$ cat config.mk
export PLATFORM = sky130hd
export DESIGN_NAME = region_activity_tracker
export DESIGN_NICKNAME = d
export VERILOG_FILES = /design/src/rtl/tracker_pkg.sv /design/src/rtl/region_decoder.sv /design/src/rtl/region_activity_tracker.sv
export SDC_FILE = /design/constraint.sdc
export NUM_CORES = 1
export LEC_CHECK = 0
export ABC_AREA = 1
export BUFFER_PORTS_ARGS = -buffer_cell sky130_fd_sc_hd__buf_2
export CORE_ASPECT_RATIO = 1.2
export CORE_MARGIN = 4
export CORE_UTILIZATION = 57
export CTS_BUF_LIST = sky130_fd_sc_hd__clkbuf_4 sky130_fd_sc_hd__clkbuf_8 sky130_fd_sc_hd__clkbuf_16
export DETAILED_ROUTE_END_ITERATION = 16
export GPL_TIMING_DRIVEN = 1
export PLACE_DENSITY = 0.79
export SETUP_SLACK_MARGIN = 0.05
export SYNTH_ARGS = -nofsm -noshare
export SYNTH_HDL_FRONTEND = slang
export SYNTH_SLANG_ARGS = --single-unit
export TNS_END_PERCENT = 30
$ cat constraint.sdc
create_clock -name clk -period 6.4 [get_ports clk]
set_input_delay 0 -clock clk [delete_from_list [all_inputs] [get_ports clk]]
set_output_delay 0 -clock clk [all_outputs]
set_load 0.005 [all_outputs]
$ cat src/rtl/tracker_pkg.sv
// Shared constants, classification type and helpers for region_activity_tracker.
package tracker_pkg;

    localparam int unsigned H_ACTIVE_DEF = 640;
    localparam int unsigned V_ACTIVE_DEF = 480;
    localparam int unsigned COORD_W      = 10;
    localparam int unsigned STREAK_W     = 4;

    typedef enum logic [1:0] {
        CLS_OFF,
        CLS_ON,
        CLS_HOLD
    } cls_e;

    // Index width that stays legal for a single region
    function automatic int unsigned idx_width(input int unsigned n);
        return (n > 1) ? $clog2(n) : 1;
    endfunction

endpackage

$ cat src/rtl/region_decoder.sv
// Maps a pixel column onto one of NUM_REGIONS equal-width vertical strips.
// Purely combinational; the last strip absorbs the division remainder.
module region_decoder
    import tracker_pkg::*;
#(
    parameter int unsigned NUM_REGIONS = 4,
    parameter int unsigned H_ACTIVE    = H_ACTIVE_DEF,
    localparam int unsigned IDX_W      = idx_width(NUM_REGIONS)
) (
    input  logic [COORD_W-1:0] x,
    output logic [IDX_W-1:0]   idx,
    output logic               in_range
);

    localparam int unsigned RW = H_ACTIVE / NUM_REGIONS;

    // Comparator chain: the highest strip whose left edge is <= x wins
    always_comb begin
        idx = '0;
        for (int unsigned k = 1; k < NUM_REGIONS; k++) begin
            if (32'(x) >= k * RW) begin
                idx = IDX_W'(k);
            end
        end
    end

    assign in_range = (32'(x) < H_ACTIVE);

endmodule

$ cat src/rtl/region_activity_tracker.sv
// Per-strip colour-hit counter with frame thresholding and cross-frame debounce.
// Optional hysteresis (ON/OFF thresholds with a HOLD band) is enabled by defining
// TRACKER_HYST_EN; without it every frame is classified strictly ON or OFF.
module region_activity_tracker
    import tracker_pkg::*;
#(
    parameter int unsigned NUM_REGIONS = 4,
    parameter int unsigned H_ACTIVE    = H_ACTIVE_DEF,
    parameter int unsigned Y_MIN       = 0,
    parameter int unsigned Y_MAX       = 479,
    parameter int unsigned CNT_W       = 16,
    parameter int unsigned THRESH      = 200,
    parameter int unsigned THRESH_OFF  = 100,
    parameter int unsigned DEB_FRAMES  = 3,
    localparam int unsigned SEL_W      = idx_width(NUM_REGIONS)
) (
    input  logic                   clk,
    input  logic                   rst,
    input  logic                   pix_valid,
    input  logic [COORD_W-1:0]     pix_x,
    input  logic [COORD_W-1:0]     pix_y,
    input  logic                   pix_hit,
    input  logic                   frame_start,
    input  logic                   frame_end,
    output logic [NUM_REGIONS-1:0] region_detected,
    output logic                   det_valid,
    input  logic [SEL_W-1:0]       cnt_sel,
    output logic [CNT_W-1:0]       cnt_out
);

    localparam logic [STREAK_W-1:0] DEB = STREAK_W'(DEB_FRAMES);

    if (THRESH_OFF >= THRESH) begin : g_bad_thresh
        $error("THRESH_OFF must be below THRESH");
    end

    logic               v1_q, h1_q, fs1_q, fe1_q;
    logic [COORD_W-1:0] x1_q, y1_q;
    logic               hit2_q, fs2_q, fe2_q;
    logic [SEL_W-1:0]   idx2_q;
    logic [SEL_W-1:0]   idx1;
    logic               x_in_range;
    logic               y_in_window;
    logic [CNT_W-1:0]   latch_all [NUM_REGIONS];

    region_decoder #(
        .NUM_REGIONS(NUM_REGIONS),
        .H_ACTIVE   (H_ACTIVE)
    ) u_decoder (
        .x       (x1_q),
        .idx     (idx1),
        .in_range(x_in_range)
    );

    // +1 form keeps the lower bound meaningful when Y_MIN is 0
    assign y_in_window = (32'(y1_q) + 32'd1 > Y_MIN) && (32'(y1_q) <= Y_MAX);

    // S1 input register, S2 decode register, close strobe and count readback
    always_ff @(posedge clk) begin
        if (rst) begin
            v1_q      <= 1'b0;
            h1_q      <= 1'b0;
            fs1_q     <= 1'b0;
            fe1_q     <= 1'b0;
            x1_q      <= '0;
            y1_q      <= '0;
            hit2_q    <= 1'b0;
            fs2_q     <= 1'b0;
            fe2_q     <= 1'b0;
            idx2_q    <= '0;
            det_valid <= 1'b0;
            cnt_out   <= '0;
        end else begin
            v1_q      <= pix_valid;
            h1_q      <= pix_hit;
            fs1_q     <= frame_start;
            fe1_q     <= frame_end;
            x1_q      <= pix_x;
            y1_q      <= pix_y;
            hit2_q    <= v1_q && h1_q && x_in_range && y_in_window;
            idx2_q    <= idx1;
            fs2_q     <= fs1_q;
            fe2_q     <= fe1_q;
            det_valid <= fe2_q;
            cnt_out   <= (32'(cnt_sel) < NUM_REGIONS) ? latch_all[cnt_sel] : '0;
        end
    end

    for (genvar k = 0; k < NUM_REGIONS; k++) begin : g_region
        logic [CNT_W-1:0]    acc_q, latch_q, acc_inc;
        logic [STREAK_W-1:0] on_q, off_q, on_nx, off_nx;
        logic                det_q, det_nx, bump;
        cls_e                cls;

        assign bump    = hit2_q && (idx2_q == SEL_W'(k)) && (acc_q != '1);
        assign acc_inc = acc_q + CNT_W'(bump);

        // Classify the closing frame's count, including this cycle's pixel
        always_comb begin
            cls = CLS_OFF;
            if (32'(acc_inc) >= THRESH) begin
                cls = CLS_ON;
            end
`ifdef TRACKER_HYST_EN
            else if (32'(acc_inc) >= THRESH_OFF) begin
                cls = CLS_HOLD;
            end
`endif
        end

        // Saturating streaks; output flips only when a streak reaches DEB_FRAMES
        always_comb begin
            on_nx  = on_q;
            off_nx = off_q;
            unique case (cls)
                CLS_ON: begin
                    on_nx  = (on_q == DEB) ? on_q : on_q + 1'b1;
                    off_nx = '0;
                end
                CLS_OFF: begin
                    off_nx = (off_q == DEB) ? off_q : off_q + 1'b1;
                    on_nx  = '0;
                end
                default: ;
            endcase
            det_nx = det_q;
            if (on_nx == DEB) begin
                det_nx = 1'b1;
            end else if (off_nx == DEB) begin
                det_nx = 1'b0;
            end
        end

        // Accumulate, close the frame on aligned frame_end, resync on frame_start
        always_ff @(posedge clk) begin
            if (rst) begin
                acc_q   <= '0;
                latch_q <= '0;
                on_q    <= '0;
                off_q   <= '0;
                det_q   <= 1'b0;
            end else if (fe2_q) begin
                latch_q <= acc_inc;
                acc_q   <= '0;
                on_q    <= on_nx;
                off_q   <= off_nx;
                det_q   <= det_nx;
            end else if (fs2_q) begin
                acc_q <= '0;
            end else begin
                acc_q <= acc_inc;
            end
        end

        assign latch_all[k]       = latch_q;
        assign region_detected[k] = det_q;
    end

endmodule

==> summary.txt, run 1 <==
post-CTS resize count - 0
status - complete, no violations
drt initial violations - 572
Final Instance Count excl. Fillers - 1480
cell count after placement - 1435
yosys warns - 0
power per cell area - 246 nW/um^2
relative slew slack - 0.293
GRT Util Overall - 0.228
Pins Over Slew Limit - 0
gp weighted congestion - 0.893
initial antenna violation count - 0
wire per inst - 13.2 microns
slowest CP cell - dfxtp_1
hold buffer count at CTS - 14
Initial Util - 0.589
syn nets - 1280
EDFF count, synth - 0
number of global-route vias before repair - 7247
RR Endpoint - g_region[1].det_q$_SDFFE_PP0P_
Worst-Skew Late Latency - 0.44 ns
Worst path top cell family by delay - simple AND/OR/NAND/NOR gates
core area - 15200 sq um
asr flop ratio synth - 0
Max IR drop VDD - 0.160 mV
via count - 7685
crit path to - g_region[1].det_q$_SDFFE_PP0P_
Mapped Area - 8960 sq um
clock slew at reported path FFs - 0.07 ns
Die Width - 122 microns
final net count - 1310
reg2reg start - g_region[1].acc_q[4]$_SDFF_PP0_
synthesized area per cell - 7.26 sq um
TritonCTS clock tree - built
global-route wire length before repair - 32900 microns
Routed WL - 19500 microns
Critical Path Start - g_region[1].acc_q[4]$_SDFF_PP0_
Final HPWL DP - 13500 microns
Sink Count - 200
synthesis-stage register bit count - 200
drt pass-1 iters - 5
clk buf depth - 2
Detail Route Antenna Nets - 0
clock root buffer master - clkbuf_16
post-layout min period - 2.88 ns
Worst path depth - 16
Final setup viols - 0
Post-Synthesis Cells - 1234
Setup WS pre-CTS - 3.56 ns
post-route DRC violation count - 0
Leak - 4.02 nW
Most used DFF post-synth - dfxtp_1
FMAX - 0.348 GHz
area grow syn2layout - 11.7%
setup TNS - 0 ns
die area - 17800 sq um
postcts setup bufs - 0
vias per std cell - 5.19
count of cell types in the netlist - 34
crit start category - flop
largest net degree at the start of global routing - 69
maxcap violations - 0
CP arrival - 3.21 ns
fin crit share - 0.450
Worst Path Buf+Inv - 1
die span in y - 145 microns
Reg2Reg Setup Slack - 3.52 ns
HP Class - in2reg
std cell rows - 49
sequential fraction of the synthesis area - 0.447
Inserted Diodes - 0
layout cell share with drive strength beyond 1 - 0.103
CP Class - reg2reg
# IOs - 49
CP endpoint kind - flop
worst r2r path cells - 16
setup ws final - 3.52 ns
IO buf count - 38
cts bufs inserted - 17
CP Max Fanout - 5
Critical Path Max Stage Delay - 0.34 ns
gr ovfl total - 0
Fin Clk Skew - 0.00670 ns
Worst EP required - 6.74 ns
worst slew pin tran - 1.06 ns
RSZ-0062 raised after global routing - no
H-tree depth - 4
final-report hold violation count - 0
critical-path cell list - nand2_1, nor2_1, a41oi_1, ha_1, ha_1, inv_1, nor2_1, nand2_1, xor2_1, nand3_1, nor2_1, nand2_2, nand2_2, nor2_1, nand2_1, nand2_1
==> placed cells by master (no fill, tap or decap), types with 21 or more instances in the layout <==
cell / instances
buf_2: 38
o22ai_1: 44
a21oi_1: 47
nand2_1: 258
dfxtp_1: 200
inv_1: 170
nand3_1: 72
nand4_1: 21
o21ai_0: 68
nor2_1: 150
==> synth_stat cells, types with 10 or more instances <==
| cell | n | share of area |
|---|---|---|
| a21oi_1 | 47 | 0.026 |
| buf_1 | 10 | 0.0042 |
| clkbuf_1 | 29 | 0.012 |
| dfxtp_1 | 200 | 0.45 |
| ha_1 | 18 | 0.025 |
| inv_1 | 171 | 0.072 |
| nand2_1 | 258 | 0.11 |
| nand2_2 | 18 | 0.013 |
| nand3_1 | 72 | 0.040 |
| nand4_1 | 21 | 0.015 |
| nor2_1 | 151 | 0.063 |
| nor2_2 | 15 | 0.010 |
| nor2_4 | 10 | 0.013 |
| o211ai_1 | 15 | 0.013 |
| o21ai_0 | 68 | 0.038 |
| o22ai_1 | 44 | 0.031 |
| xnor2_1 | 12 | 0.012 |
| xor2_1 | 19 | 0.019 |
==> area by class of cell <==
type	instances	area, sq um
fillers	1389	5200
multi-input cells	811	4110
flip-flops and latches	200	4000
inverters	177	664
clock buffers	18	439
repair buffers	57	368
well taps	204	255
clock inverters	13	169
==> worst reg2reg max path, stage by stage (launching register included) <==
cell	delay [ns]
dfxtp_1	0.34
nand2_1	0.14
nor2_1	0.09
a41oi_1	0.21
ha_1	0.29
ha_1	0.23
inv_1	0.05
nor2_1	0.23
nand2_1	0.11
xor2_1	0.25
nand3_1	0.11
nor2_1	0.31
nand2_2	0.16
nand2_2	0.12
nor2_1	0.04
nand2_1	0.05
nand2_1	0.04
==> layer usage <==
layer,vias up,track usage,part of all wire
met4,0,0.0863,0.024
met5,-,0,0
met2,144,0.383,0.48
met1,3507,0.291,0.45
li1,4003,-,-
met3,31,0.0408,0.041
==> state kept, by name, summed over array words and instances (netlist names), 4 cells and up <==
register	cells
g_region.off_q	16
y1_q	5
x1_q	5
cnt_out	16
g_region.acc_q	64
g_region.latch_q	64
g_region.on_q	16
g_region.det_q	4
==> power breakdown <==
part	internal (mW)	leakage (nW)	switching [mW]
Combinational	0.0300	2.11	0.0621
Sequential	1.26	1.62	0.00629
Clock	0.628	0.291	0.483
Total	1.92	4.02	0.551
==> worst min path at each step <==
stage / startpoint / to / slack, ns / cells past startpoint
global placement: pix_x[5] / x1_q[5]$_SDFF_PP0_ / 0.20 / 3
finish: rst / y1_q[7]$_SDFF_PP0_ / 0.10 / 3
global route: rst / h1_q$_SDFF_PP0_ / 0.13 / 3
detailed placement: pix_x[8] / x1_q[8]$_SDFF_PP0_ / 0.20 / 3
floorplan: frame_end / fe1_q$_SDFF_PP0_ / 0.11 / 2
CTS: rst / y1_q[5]$_SDFF_PP0_ / 0.1 / 3
==> cell families (layout without fill, tap and decap cells) <==
| group | after synthesis | count (layout) | synth area share |
|---|---|---|---|
| AOI/OAI and AO/OA | 194 | 194 | 0.122 |
| muxes | 1 | 1 | 0.00112 |
| and+or+nand+nor | 567 | 567 | 0.279 |
| DFF | 200 | 200 | 0.447 |
| adders and majority gates | 18 | 18 | 0.0251 |
| buffers and inverters | 223 | 265 | 0.0955 |
| xor gates and xnor gates | 31 | 31 | 0.0303 |
==> per-stage QoR <==
| step | power [mW] | utilization | instance area, sq um | hold WS [ns] |
|---|---|---|---|---|
| 6_report | 2.47 | 0.658 | 10000 | 0.101 |
| 5_1_grt | 2.54 | 0.658 | 10000 | 0.126 |
| 4_1_cts | 2.48 | 0.658 | 10000 | 0.0987 |
| 3_5_place_dp | 1.38 | 0.609 | 9260 | 0.205 |
| 3_3_place_gp | 1.38 | 0.609 | 9260 | 0.203 |
| 2_1_floorplan | 1.35 | - | 8960 | 0.107 |
Power figures use the tool's default switching activity.
==> run 2: changes to the inputs <==
==> constraint.sdc (replaced) <==
create_clock -name clk -period 2.9 [get_ports clk]
set_input_delay 0 -clock clk [delete_from_list [all_inputs] [get_ports clk]]
set_output_delay 0 -clock clk [all_outputs]
set_load 0.005 [all_outputs]
==> run 2 against run 1 <==
  * Fmax rose by 7.4%
  * Clock skew down 0.00073 ns
  * Design area rose by 2.5%
  * Sequential share of layout area fell by 0.94 points
  * Register-to-register slack got worse by 3.3 ns
  * Critical path type unchanged
  * Critical endpoint unchanged
==> summary.txt, run 2 (synthesis gave the netlist of run 1 again) <==
status - complete, no violations
setup TNS - 0 ns
clock root buffer master - clkbuf_16
std cell rows - 49
FMAX - 0.373 GHz
drt initial violations - 516
CP endpoint kind - flop
worst r2r path cells - 16
# IOs - 49
worst slew pin tran - 0.719 ns
Critical Path Start - g_region[1].acc_q[5]$_SDFF_PP0_
routing usage on met1 - 0.292
commonest non-fill, non-tap cells in the layout - nand2_1, dfxtp_1, inv_1, nor2_1, nand3_1
layout cell share with drive strength beyond 1 - 0.117
power per cell area - 523 nW/um^2
cts bufs inserted - 17
Die Width - 122 microns
number of global-route vias before repair - 7179
fin crit share - 0.924
RR Endpoint - g_region[1].det_q$_SDFFE_PP0P_
drt pass-1 iters - 5
maxcap violations - 0
largest net degree at the start of global routing - 69
Initial Util - 0.589
Detail Route Antenna Nets - 0
wire per inst - 13.2 microns
RSZ-0062 raised after global routing - yes
HP Class - in2reg
relative slew slack - 0.520
die area - 17800 sq um
gr ovfl total - 0
worst hold path stage count - 3
via count - 7804
Final setup viols - 0
core area - 15200 sq um
total power draw - 5.37 mW
placed instance area - 9320 sq um
Max IR drop VDD - 0.365 mV
post-route cell area - 10300 sq um
met3 Use GR - 0.0416
hold worst-path end - cnt_out[5]$_SDFF_PP0_
most common cell after layout, fill and taps aside - nand2_1
CP arrival - 3.01 ns
Pins Over Slew Limit - 0
final hold slack - 0.165 ns
Routed WL - 19900 microns
CP Max Fanout - 5
clk buf depth - 2
crit start category - flop
gp weighted congestion - 0.946
worst hold start - cnt_sel[1]
final net count - 1332
Sink Count - 200
Inserted Diodes - 0
Worst EP required - 3.23 ns
post-route DRC violation count - 0
Fin Clk Skew - 0.00598 ns
TritonCTS clock tree - built
global-route wire length before repair - 33000 microns
Worst-Skew Late Latency - 0.43 ns
CP Class - reg2reg
most crowded layer after global routing - met2
reg2reg start - g_region[1].acc_q[5]$_SDFF_PP0_
clock slew at reported path FFs - 0.07 ns
Largest regs - g_region.acc_q (64), g_region.latch_q (64)
Leak - 4.11 nW
IO buf count - 38
final-report hold violation count - 0
GRT Util Overall - 0.229
H-tree depth - 4
Reg2Reg Setup Slack - 0.22 ns
initial antenna violation count - 0
Final HPWL DP - 13500 microns
vias per std cell - 5.19
area grow syn2layout - 14.4%
final core occ - 0.674
post-layout min period - 2.68 ns
die span in y - 145 microns
grt met2 use - 0.384
## run 2: cell count changes in the layout (fill, tap and decap cells not counted), sizes merged
| cell | previous run | this run |
|---|---|---|
| buf | 43 | 51 |
| dlygate4sd3 | 14 | 28 |
| clkinv | 3 | 1 |
| clkbuf | 18 | 17 |
| clkinvlp | 3 | 7 |
| bufinv | 3 | 2 |
| inv | 181 | 182 |
## run 2: critical path: stages, from the launching register on
cell     delay, ns
dfxtp_1       0.39
nand2_2       0.11
nor2_1        0.26
a41oi_2       0.17
ha_2          0.23
ha_1          0.22
inv_1         0.09
nor2_2        0.07
nand2_1       0.10
xor2_2        0.20
nand3_1       0.12
nor2_2        0.23
nand2_2       0.14
nand2_2       0.11
nor2_1        0.04
nand2_1       0.05
nand2_1       0.04
## run 2: report_power, final
part | switching, mW | internal (mW)
sequential | 0.0138 | 2.77
clock | 1.07 | 1.28
combinational | 0.140 | 0.0806
## run 2: final cells by class
class	count	area, sq um
fill	1290	4950
multi-input combinational	811	4160
sequential	200	4010
inverter	177	664
timing repair buffer	79	581
clock buffer	17	425
tap	204	255
clock inverter	15	165
## run 2: worst max path at each step
stage,end,slack [ns]
2_1_floorplan,g_region[1].det_q$_SDFFE_PP0P_,0.60
3_3_place_gp,g_region[1].det_q$_SDFFE_PP0P_,0.17
3_5_place_dp,g_region[1].det_q$_SDFFE_PP0P_,0.07
4_1_cts,g_region[1].det_q$_SDFFE_PP0P_,0.07
5_1_grt,g_region[1].det_q$_SDFFE_PP0P_,0.02
6_report,g_region[1].det_q$_SDFFE_PP0P_,0.22
## run 2: per-layer routing
layer	share of wire	vias up
met5	0	-
met2	0.49	183
met3	0.045	32
met1	0.44	3552
li1	-	4037
met4	0.021	0
## run 2: repair_timing
action | CTS | global route
hold buffers | 28 | 0
buffers inserted | 0 | 2
resized for setup | 0 | 13
hold endpoints to repair | 16 | 0
setup endpoints to repair | 0 | 21
## run 2: through the flow
step / setup slack, ns / cells
after floorplan: 0.596 / 1234
after global placement: 0.167 / 1441
after detailed placement: 0.0712 / 1441
after CTS: 0.0652 / 1501
after global routing: 0.0244 / 1503
final: 0.221 / 1503
==> run 3: changes to the inputs <==
--- a/config.mk
+++ b/config.mk
@@ -6,14 +6,15 @@
 export NUM_CORES = 1
 export LEC_CHECK = 0
 export ABC_AREA = 1
-export BUFFER_PORTS_ARGS = -buffer_cell sky130_fd_sc_hd__buf_2
 export CORE_ASPECT_RATIO = 1.2
 export CORE_MARGIN = 4
-export CORE_UTILIZATION = 57
+export CORE_UTILIZATION = 45
 export CTS_BUF_LIST = sky130_fd_sc_hd__clkbuf_4 sky130_fd_sc_hd__clkbuf_8 sky130_fd_sc_hd__clkbuf_16
 export DETAILED_ROUTE_END_ITERATION = 16
+export DONT_BUFFER_PORTS = 1
 export GPL_TIMING_DRIVEN = 1
-export PLACE_DENSITY = 0.79
+export HOLD_SLACK_MARGIN = 0.06
+export PLACE_DENSITY = 0.64
 export SETUP_SLACK_MARGIN = 0.05
 export SYNTH_ARGS = -nofsm -noshare
 export SYNTH_HDL_FRONTEND = slang
==> run 3 against run 2 <==
  * Core utilization fell by 15 points
  * Count of clock-buffer cells in the layout rose by 2
  * Clock power rose by 8.9%
  * Critical path depth fell by 1
  * Die area rose by 25%
  * Design area fell by 0.37%
  * Via count fell by 3.3%
  * Setup slack improved by 0.062 ns
  * Sequential share of layout area rose by 0.14 points
  * Fmax rose by 2.4%
  * Hold slack improved by 0.053 ns
  * Register-to-register slack improved by 0.06 ns
==> summary.txt, run 3 (synthesis gave the netlist of run 1 again) <==
Fin Clk Skew - 0.00919 ns
clock slew at reported path FFs - 0.07 ns
clock root buffer master - clkbuf_16
final net count - 1294
TritonCTS clock tree - built
status - complete, no violations
Worst Path Buf+Inv - 1
Pins Over Slew Limit - 0
fill count - 1883
Gate power share - 0.036
most common cell after layout, fill and taps aside - nand2_1
maxcap violations - 0
RSZ-0062 raised after global routing - yes
final hold slack - 0.218 ns
relative slew slack - 0.431
HP Class - in2reg
post-layout min period - 2.62 ns
area of the multi-input gates - 4180 sq um
Worst EP required - 3.20 ns
CP Max Fanout - 8
global-route wire length before repair - 34700 microns
post-route cell area - 10200 sq um
slowest CP cell - dfxtp_1
via count - 7549
initial antenna violation count - 0
gp weighted congestion - 0.848
area grow syn2layout - 14.0%
Leak - 3.97 nW
NetSw - 1.23 mW
layout cell share with drive strength beyond 1 - 0.0967
Sink Count - 200
Detail Route Antenna Nets - 0
Die Width - 137 microns
gr ovfl total - 0
Final HPWL DP - 14400 microns
Largest regs - g_region.acc_q (64), g_region.latch_q (64)
placed instance area - 9210 sq um
final-report hold violation count - 0
H-tree depth - 4
P_int - 4.33 mW
crit start category - flop
Max IR drop VDD - 0.414 mV
setup TNS - 0 ns
setup ws final - 0.283 ns
largest net degree at the start of global routing - 58
# IOs - 49
Switching Share - 0.221
Critical Path Max Stage Delay - 0.38 ns
Initial Util - 0.458
Inserted Diodes - 0
power per cell area - 544 nW/um^2
Worst-Skew Late Latency - 0.44 ns
critical-path cell list - nand2_1, nor4_2, a31oi_1, ha_1, ha_1, inv_1, nor2_4, xnor2_2, nand2_1, nor2_1, nor2_1, nor2_2, nand2_2, nand3_1, o21ai_0
total power draw - 5.56 mW
drt initial violations - 520
wire per inst - 13.6 microns
FMAX - 0.382 GHz
worst slew pin tran - 0.854 ns
Final setup viols - 0
post-route DRC violation count - 0
clk buf depth - 2
CP arrival - 2.92 ns
Worst path top cell family by delay - simple AND/OR/NAND/NOR gates
sequential power share - 0.502
cts bufs inserted - 17
number of global-route vias before repair - 7092
Setup WS pre-CTS - 0.110 ns
fin crit share - 0.902
CP Class - reg2reg
GRT Util Overall - 0.196
register area - 4010 sq um
drt pass-1 iters - 5
die area - 22200 sq um
Routed WL - 20700 microns
commonest non-fill, non-tap cells in the layout - nand2_1, dfxtp_1, inv_1, nor2_1, nand3_1
clock power share - 0.462
die span in y - 163 microns
vias per std cell - 4.96
core area - 19500 sq um
std cell rows - 56
CP endpoint kind - flop
IO buf count - 0
==> run 3: through the flow <==
stage               std cells   util
finish                   1522  0.523
global route             1522  0.523
CTS                      1521  0.519
detailed placement       1463  0.471
global placement         1463  0.471
floorplan                1234      -
==> run 3: per-layer routing <==
metal | vias up | part of all wire | GRT usage | routed length [microns]
met5 | - | 0 | 0 | 0
met4 | 0 | 0.020 | 0.0581 | 408
met3 | 30 | 0.032 | 0.0362 | 665
met2 | 107 | 0.48 | 0.327 | 9930
met1 | 3441 | 0.47 | 0.257 | 9650
li1 | 3971 | - | - | -
==> run 3: worst paths after layout <==
path	endpoint	slack (ns)	from	depth (start not counted)
hold reg to reg	fe2_q$_SDFF_PP0_	0.41	fe1_q$_SDFF_PP0_	2
hold / removal	y1_q[9]$_SDFF_PP0_	0.22	pix_y[9]	3
setup / recovery	g_region[2].on_q[2]$_SDFFE_PP0P_	0.28	g_region[2].acc_q[2]$_SDFF_PP0_	15
setup reg to reg	g_region[2].on_q[2]$_SDFFE_PP0P_	0.28	g_region[2].acc_q[2]$_SDFF_PP0_	15
==> run 3: layout make-up <==
class,instances,share of cell area
multi-input combinational,811,0.409
inverter,177,0.0650
timing repair buffer,41,0.0394
clock inverter,13,0.0189
clock buffer,19,0.0437
tap,261,0.0320
sequential,200,0.392
==> run 3: repair_timing <==
item / in CTS / in global routing
resized for setup: 0 / 18
buffers inserted: 0 / 1
setup endpoints to repair: 0 / 18
hold endpoints to repair: 65 / 0
hold buffers: 26 / 0
==> run 3: worst reg2reg max path: stages, from the launching register on <==
cell and delay, ns:
dfxtp_1 0.38, nand2_1 0.17, nor4_2 0.24, a31oi_1 0.11, ha_1 0.25, ha_1 0.22
inv_1 0.10, nor2_4 0.06, xnor2_2 0.19, nand2_1 0.07, nor2_1 0.10, nor2_1 0.08
nor2_2 0.20, nand2_2 0.15, nand3_1 0.09, o21ai_0 0.07
==> run 3: power groups by stage <==
stage | registers, mW | logic (mW) | clock network [mW]
after floorplan | 2.85 | 0.125 | 0
final | 2.79 | 0.203 | 2.57
after global placement | 2.85 | 0.142 | 0
after detailed placement | 2.85 | 0.143 | 0
after global routing | 2.79 | 0.227 | 2.74
after CTS | 2.79 | 0.204 | 2.62
